File: config.mk
export PLATFORM = sky130hd
export DESIGN_NAME = aes_csr_block_queue
export DESIGN_NICKNAME = d
export VERILOG_FILES = /design/src/rtl/aes_csr_block_queue.sv
export SDC_FILE = /design/constraint.sdc
export NUM_CORES = 2
export LEC_CHECK = 0
export BUFFER_PORTS_ARGS = -buffer_cell sky130_fd_sc_hd__buf_2
export CAP_MARGIN = 10
export CORE_MARGIN = 5
export CORE_UTILIZATION = 55
export CTS_BUF_LIST = sky130_fd_sc_hd__clkbuf_8
export DETAILED_ROUTE_END_ITERATION = 8
export PLACE_DENSITY = 0.75
export SKIP_LAST_GASP = 1
export SYNTH_ARGS = -nofsm -noshare
export SYNTH_HDL_FRONTEND = slang
export SYNTH_SLANG_ARGS = --single-unit
File: constraint.sdc
create_clock -name clk_clk -period 4.8 [get_ports clk_clk]
set_clock_uncertainty 0.15 [all_clocks]
set_input_delay 0.24 -clock clk_clk [delete_from_list [all_inputs] [get_ports clk_clk]]
set_output_delay 0.24 -clock clk_clk [all_outputs]
set_load 0.1 [all_outputs]
File: src/rtl/aes_csr_block_queue.sv
// -----------------------------------------------------------------------------
// aes_csr_block_queue
//
// Avalon-MM CSR block that sits between the HPS lightweight bridge and an AES
// core. Software stages a 128-bit plaintext in PT0..PT3 and PUSHes it into an
// input FIFO. A small sequencer issues queued blocks to the core one at a time
// and captures each ciphertext into an output FIFO, whose head is visible at
// CT0..CT3. Sticky error flags and an IRQ let software stream blocks without
// polling every word.
//
// Ports
//   clk_clk          system clock
//   reset_reset      synchronous, active-high reset
//   avs_address      word address (5 bits)
//   avs_read         read strobe
//   avs_write        write strobe
//   avs_writedata    write data
//   avs_readdata     read data, registered, valid 1 cycle after avs_read
//   irq              irq_en && output FIFO non-empty
//   aes_key          key to the core, KEY0 is the most significant word
//   aes_pt           plaintext to the core, PT0 is [127:96]
//   aes_start        1-cycle start pulse to the core
//   aes_done         1-cycle completion pulse from the core
//   aes_ct           ciphertext, valid with aes_done
// -----------------------------------------------------------------------------
module aes_csr_block_queue #(
  parameter int KEY_WORDS      = 4,
  parameter int FIFO_DEPTH     = 4,
  parameter int TIMEOUT_CYCLES = 1024
) (
  input  logic                    clk_clk,
  input  logic                    reset_reset,
  input  logic [4:0]              avs_address,
  input  logic                    avs_read,
  input  logic                    avs_write,
  input  logic [31:0]             avs_writedata,
  output logic [31:0]             avs_readdata,
  output logic                    irq,
  output logic [32*KEY_WORDS-1:0] aes_key,
  output logic [127:0]            aes_pt,
  output logic                    aes_start,
  input  logic                    aes_done,
  input  logic [127:0]            aes_ct
);

  localparam int AW = $clog2(FIFO_DEPTH);
  localparam int CW = AW + 1;
  localparam int TW = $clog2(TIMEOUT_CYCLES + 1);

  typedef enum logic [1:0] {
    S_IDLE,
    S_START,
    S_WAIT
  } state_t;

  state_t              state;
  logic                irq_en;
  logic [31:0]         pt_q  [4];
  logic [31:0]         key_q [KEY_WORDS];
  logic                ovf_q, udf_q, tmo_q;
  logic [TW-1:0]       tmr;

  logic [127:0]        in_mem  [FIFO_DEPTH];
  logic [127:0]        out_mem [FIFO_DEPTH];
  logic [AW-1:0]       in_wr, in_rd, out_wr, out_rd;
  logic [CW-1:0]       in_count, out_count;

  // ---------------------------------------------------------------------------
  // Bus decode and FIFO control
  // ---------------------------------------------------------------------------
  logic wr_ctrl, wr_status, wr_cmd;
  logic flush, cmd_push, cmd_pop;
  logic in_full, out_full, out_empty;
  logic in_push, in_pop, out_push, out_pop;
  logic tmo_hit;

  assign wr_ctrl   = avs_write && (avs_address == 5'h00);
  assign wr_status = avs_write && (avs_address == 5'h01);
  assign wr_cmd    = avs_write && (avs_address == 5'h02);

  // Flush wins over any CMD bits written in the same cycle.
  assign flush    = wr_ctrl && avs_writedata[1];
  assign cmd_push = wr_cmd && avs_writedata[0] && !flush;
  assign cmd_pop  = wr_cmd && avs_writedata[1] && !flush;

  assign in_full   = (in_count == CW'(FIFO_DEPTH));
  assign out_full  = (out_count == CW'(FIFO_DEPTH));
  assign out_empty = (out_count == '0);

  assign in_push  = cmd_push && !in_full;
  assign in_pop   = (state == S_START) && !flush;
  // The output slot was reserved when the block left IDLE, so this never
  // meets a full FIFO.
  assign out_push = (state == S_WAIT) && aes_done && !flush;
  assign out_pop  = cmd_pop && !out_empty;
  assign tmo_hit  = (state == S_WAIT) && !aes_done && !flush &&
                    (tmr == TW'(TIMEOUT_CYCLES - 1));

  assign irq = irq_en && !out_empty;

  logic [127:0]            pt_flat;
  logic [32*KEY_WORDS-1:0] key_flat;
  assign pt_flat = {pt_q[0], pt_q[1], pt_q[2], pt_q[3]};

  always_comb begin
    // NOTE: every always_comb output gets a default first so no path can
    // leave it unassigned and infer a latch.
    key_flat = '0;
    for (int i = 0; i < KEY_WORDS; i++)
      key_flat[32*(KEY_WORDS-1-i) +: 32] = key_q[i];
  end

  // ---------------------------------------------------------------------------
  // CSR registers and sticky flags
  // ---------------------------------------------------------------------------
  always_ff @(posedge clk_clk) begin
    // NOTE: sequential state uses non-blocking assignments only, so every
    // register samples the pre-edge values regardless of block ordering.
    if (reset_reset) begin
      irq_en <= 1'b0;
      ovf_q  <= 1'b0;
      udf_q  <= 1'b0;
      tmo_q  <= 1'b0;
      for (int i = 0; i < 4; i++)         pt_q[i]  <= '0;
      for (int i = 0; i < KEY_WORDS; i++) key_q[i] <= '0;
    end else begin
      if (wr_ctrl) irq_en <= avs_writedata[0];
      for (int i = 0; i < 4; i++)
        if (avs_write && avs_address == 5'(4 + i)) pt_q[i] <= avs_writedata;
      for (int i = 0; i < KEY_WORDS; i++)
        if (avs_write && avs_address == 5'(8 + i)) key_q[i] <= avs_writedata;
      // A new error event in the same cycle as a W1C keeps the flag set.
      ovf_q <= (ovf_q && !(wr_status && avs_writedata[3])) || (cmd_push && in_full);
      udf_q <= (udf_q && !(wr_status && avs_writedata[4])) || (cmd_pop && out_empty);
      tmo_q <= (tmo_q && !(wr_status && avs_writedata[5])) || tmo_hit;
    end
  end

  // ---------------------------------------------------------------------------
  // FIFO pointers and occupancy
  // ---------------------------------------------------------------------------
  always_ff @(posedge clk_clk) begin
    if (reset_reset || flush) begin
      in_wr     <= '0;
      in_rd     <= '0;
      in_count  <= '0;
      out_wr    <= '0;
      out_rd    <= '0;
      out_count <= '0;
    end else begin
      if (in_push)  in_wr  <= in_wr + 1'b1;
      if (in_pop)   in_rd  <= in_rd + 1'b1;
      if (out_push) out_wr <= out_wr + 1'b1;
      if (out_pop)  out_rd <= out_rd + 1'b1;
      in_count  <= in_count + CW'(in_push) - CW'(in_pop);
      out_count <= out_count + CW'(out_push) - CW'(out_pop);
    end
  end

  // NOTE: FIFO storage is deliberately not reset; occupancy counters define
  // which entries are valid, and CT reads are masked to 0 when empty.
  always_ff @(posedge clk_clk) begin
    if (in_push)  in_mem[in_wr]   <= pt_flat;
    if (out_push) out_mem[out_wr] <= aes_ct;
  end

  // ---------------------------------------------------------------------------
  // Sequencer
  // ---------------------------------------------------------------------------
  // aes_pt/aes_key are loaded on the IDLE->START edge so they are stable
  // while aes_start is high; the FIFO entry itself is popped during START.
  always_ff @(posedge clk_clk) begin
    if (reset_reset) begin
      state     <= S_IDLE;
      aes_start <= 1'b0;
      aes_pt    <= '0;
      aes_key   <= '0;
      tmr       <= '0;
    end else if (flush) begin
      state     <= S_IDLE;
      aes_start <= 1'b0;
      tmr       <= '0;
    end else begin
      case (state)
        S_IDLE: begin
          if (in_count != '0 && !out_full) begin
            state     <= S_START;
            aes_start <= 1'b1;
            aes_pt    <= in_mem[in_rd];
            aes_key   <= key_flat;
          end
        end
        S_START: begin
          state     <= S_WAIT;
          aes_start <= 1'b0;
          tmr       <= '0;
        end
        S_WAIT: begin
          if (aes_done || tmo_hit) state <= S_IDLE;
          else                     tmr   <= tmr + 1'b1;
        end
        default: state <= S_IDLE;
      endcase
    end
  end

  // ---------------------------------------------------------------------------
  // Read path
  // ---------------------------------------------------------------------------
  logic [31:0]  rd_mux;
  logic [127:0] ct_head;
  assign ct_head = out_mem[out_rd];

  always_comb begin
    rd_mux = '0;
    case (avs_address)
      5'h00: rd_mux = {31'd0, irq_en};
      5'h01: rd_mux = {8'd0, 8'(out_count), 8'(in_count), 2'd0,
                       tmo_q, udf_q, ovf_q, out_empty, in_full, state != S_IDLE};
      5'h04, 5'h05, 5'h06, 5'h07: rd_mux = pt_q[avs_address[1:0]];
      5'h10, 5'h11, 5'h12, 5'h13: begin
        if (!out_empty) begin
          case (avs_address[1:0])
            2'd0:    rd_mux = ct_head[127:96];
            2'd1:    rd_mux = ct_head[95:64];
            2'd2:    rd_mux = ct_head[63:32];
            default: rd_mux = ct_head[31:0];
          endcase
        end
      end
      default: rd_mux = '0;
    endcase
    // Key words beyond KEY_WORDS have no storage and fall through as 0.
    for (int i = 0; i < KEY_WORDS; i++)
      if (avs_address == 5'(8 + i)) rd_mux = key_q[i];
  end

  always_ff @(posedge clk_clk) begin
    if (reset_reset)   avs_readdata <= '0;
    else if (avs_read) avs_readdata <= rd_mux;
    else               avs_readdata <= '0;
  end

endmodule
==> flow_summary.json <==
{
  "synth_area_leader_cell": "edfxtp_1",
  "place_area_um2": 65950,
  "p_sw_w": 0.01592,
  "worst_path_most_repeated_cell": "buf_4",
  "multi_input_area_um2": 15920,
  "clkSlewWorstSetupHoldPaths_ns": 0.07,
  "first_pass_iters": 7,
  "crit_buf_inv": 2,
  "slew_headroom_pct": 15.10,
  "ant_nets": 0,
  "ys_seq_area_share_pct": 72.37,
  "dieArea_um2": 119600,
  "cts_sinks": 1602,
  "ctsHoldBuffers": 301,
  "drv_slew": 0,
  "swShare_pct": 39.51,
  "finalNetCount": 4824,
  "cts_tree": "built",
  "syn_inst": 3818,
  "synth_fp_nets": 4003,
  "timing.reg2reg.worst_path_depth": 6,
  "clkPwrFrac_pct": 27.3,
  "vias": 38420,
  "finalPower_w": 0.04029,
  "synth_edf_count": 1280,
  "post_cts_buffers": 0,
  "io_pins": 460,
  "path_max_fanout": 48,
  "synth_top_flop_cell": "edfxtp_1",
  "synth_top_area_share_pct": 61.98,
  "crit_arrival_ns": 3.96,
  "core_area_um2": 112200,
  "finalSetupViolCount": 0,
  "vdd_drop_max_mv": 0.6732,
  "drive_gt1_share_pct": 25.50,
  "port_buffers": 459,
  "viasPerCell": 6.058,
  "dp_hpwl_um": 106900,
  "wire_per_inst_um": 26.41,
  "cp-start-kind": "register",
  "drv_cap": 0,
  "yosysMostFrequentCell": "edfxtp_1",
  "seq_area_um2": 44900,
  "avgSynthCellArea_um2": 16.24,
  "fmax_mhz": 298.3,
  "synth_area_leaders": "edfxtp_1 (62%), dfxtp_1 (10%), mux4_2 (9.1%)",
  "worstSetupEndpointType": "register",
  "worst_slew_pin_slew_ns": 1.273,
  "grt_max_degree": 257,
  "hold-path-endpoint": "out_mem[0][92]",
  "cts_buffers": 276,
  "met3_usage_pct": 8.262,
  "r2r_slack_ns": 1.45,
  "grt_overflow": 0,
  "rows": 123,
  "grt_pass1_wl_um": 248000,
  "cts_buffer_depth": 4,
  "cts-root-buf": "clkbuf_8",
  "hold_start": "aes_ct[92]",
  "pwr_density_cell_nw_per_um2": 545.5,
  "final_cell_area_um2": 73850,
  "antenna_found_initial": 28,
  "die_h_um": 345.8,
  "fin_crit_ns": 3.352,
  "top_usage_layer": "met2",
  "internal_power_w": 0.02437,
  "drc_errors": 0,
  "synth.ff_latch_count": 1602,
  "grt_use_met2_pct": 40.77,
  "fin_crit_sh_pct": 69.83,
  "synth.cell_area_um2": 62020,
  "clkLatencyLatePin_ns": 0.93,
  "critPathRequiredTime_ns": 5.41,
  "hp-class": "input port to register",
  "gp_congestion": 0.9148,
  "area_growth_pct": 19.07,
  "fillers": 7654,
  "critical_path.top_delay_family": "compound AO/OA/AOI/OAI gates",
  "drtIter0Drc": 4477,
  "outcome": "finished, final reports clean",
  "grt.total_usage_pct": 27.44,
  "slowest_delay_ns": 0.90,
  "use_met1_pct": 39.65,
  "htree_levels": 5,
  "wl_um": 167500,
  "holdPathStages": 2,
  "hold_viol": 0,
  "synth_common_cells": "edfxtp_1 (1280), dfxtp_1 (322), and2_1 (288)",
  "share_seq_of_total_power_pct": 42.5,
  "yosysWarningCount": 0,
  "p_leak_nw": 25.41,
  "crit_chain": "buf_4 -> buf_4 -> mux4_1 -> mux2i_1 -> a2111o_1 -> a2111oi_0",
  "cts-resized-gates": 0,
  "die_x_um": 345.8,
  "synthDistinctLibCells": 70,
  "slowest_stage": "dfxtp_4",
  "rsz0062_at_grt": "false",
  "combPwrFrac_pct": 30.1,
  "final_util_pct": 65.82,
  "grt_pass1_vias": 38300,
  "setup_tns_ns": 0,
  "rr_endpoint": "avs_readdata[31]",
  "initial_core_util_pct": 55.28,
  "critPathKind": "register to register",
  "async_reset_ff_share_pct": 0
}
==> placed cells by master, fill, tap and decap left out, types with 9 or more instances in the layout <==
cell	netlist	final
a2111o_1	28	28
a2111oi_0	10	10
a2111oi_1	11	11
a211oi_1	9	9
a21o_1	22	22
a21oi_1	275	275
a221oi_1	24	24
a31oi_1	11	11
a32oi_1	10	10
and2_1	288	280
buf_12	2	21
buf_2	38	456
buf_4	11	60
clkbuf_8	0	292
clkinv_1	1	45
clkinv_2	0	20
dfxtp_1	322	318
diode_2	0	14
dlygate4sd3_1	0	301
edfxtp_1	1280	1280
ha_1	13	13
inv_1	22	118
mux2_2	67	67
mux2i_1	46	46
mux4_2	250	250
nand2_1	32	26
nand2b_1	11	10
nand3_1	271	269
nor2_1	84	77
nor3_1	13	11
o21ai_0	272	270
o22ai_1	58	58
or3_1	10	10
==> routing by layer <==
| metal | share of wire, % | wire length, µm |
|---|---|---|
| met5 | 0.039 | 66 |
| met4 | 2.8 | 4695 |
| met3 | 12 | 19410 |
| met2 | 45 | 75740 |
| met1 | 40 | 67580 |
==> worst max path at each step <==
stage                        start  cells past startpoint                to
floorplan                 state[0]                      4     out_mem[2][0]
global placement    avs_address[3]                     11       in_count[2]
detailed placement  avs_address[3]                     11       in_count[2]
CTS                       register                      6  avs_readdata[31]
global route              register                      6  avs_readdata[31]
finish                    register                      6  avs_readdata[31]
==> metrics by stage <==
stage | std cells | hold WS (ns) | setup WS [ns]
6_report | 6342 | 0.06843 | 1.448
5_1_grt | 6337 | 0.01540 | 1.241
4_1_cts | 6328 | 0.002936 | 1.461
3_5_place_dp | 5560 | 0.2872 | 1.339
3_3_place_gp | 5560 | 0.2767 | 1.369
2_1_floorplan | 3818 | 0.1889 | 0.2407
==> cell families after synthesis <==
logic type,count (synthesis),synth area share [%]
flip-flops,1602,72.37
AND/OR/NAND/NOR,753,6.680
adder cells (fa/ha/maj),15,0.3268
buffers and inverters,319,2.217
AO/OA/AOI/OAI,755,7.154
multiplexers,365,11.12
XOR/XNOR,9,0.1271
==> layout make-up <==
cell class / instances / area share, %
tap: 1500 / 2.542
sequential: 1602 / 60.80
clock buffer: 292 / 5.442
multi-input combinational: 1897 / 21.56
timing repair buffer: 839 / 8.370
antenna: 14 / 0.04744
inverter: 23 / 0.1169
clock inverter: 175 / 1.122
==> registers in the layout (all words and copies together) (netlist names), 2 cells and up, named ones only <==
signal        count
in_mem          512
out_mem         512
aes_key         128
aes_pt          128
key_q           128
pt_q            128
avs_readdata     32
tmr              11
in_count          3
out_count         3
in_rd             2
in_wr             2
out_rd            2
out_wr            2
state             2
==> worst register-to-register path: stages (launching register included) <==
cell and delay (ns):
dfxtp_4 0.90, buf_4 0.55, buf_4 0.29, mux4_1 0.24, mux2i_1 0.11, a2111o_1 0.45
a2111oi_0 0.50
==> power groups by stage <==
stage / sequential, W / clock [W] / combinational [W]
6_report: 0.0171 / 0.0110 / 0.0121
5_1_grt: 0.0172 / 0.0119 / 0.0127
4_1_cts: 0.0171 / 0.0112 / 0.0122
3_5_place_dp: 0.0174 / 0 / 0.0120
3_3_place_gp: 0.0173 / 0 / 0.0119
2_1_floorplan: 0.0231 / 0 / 0.00339
(Power assumes the default switching activity.)
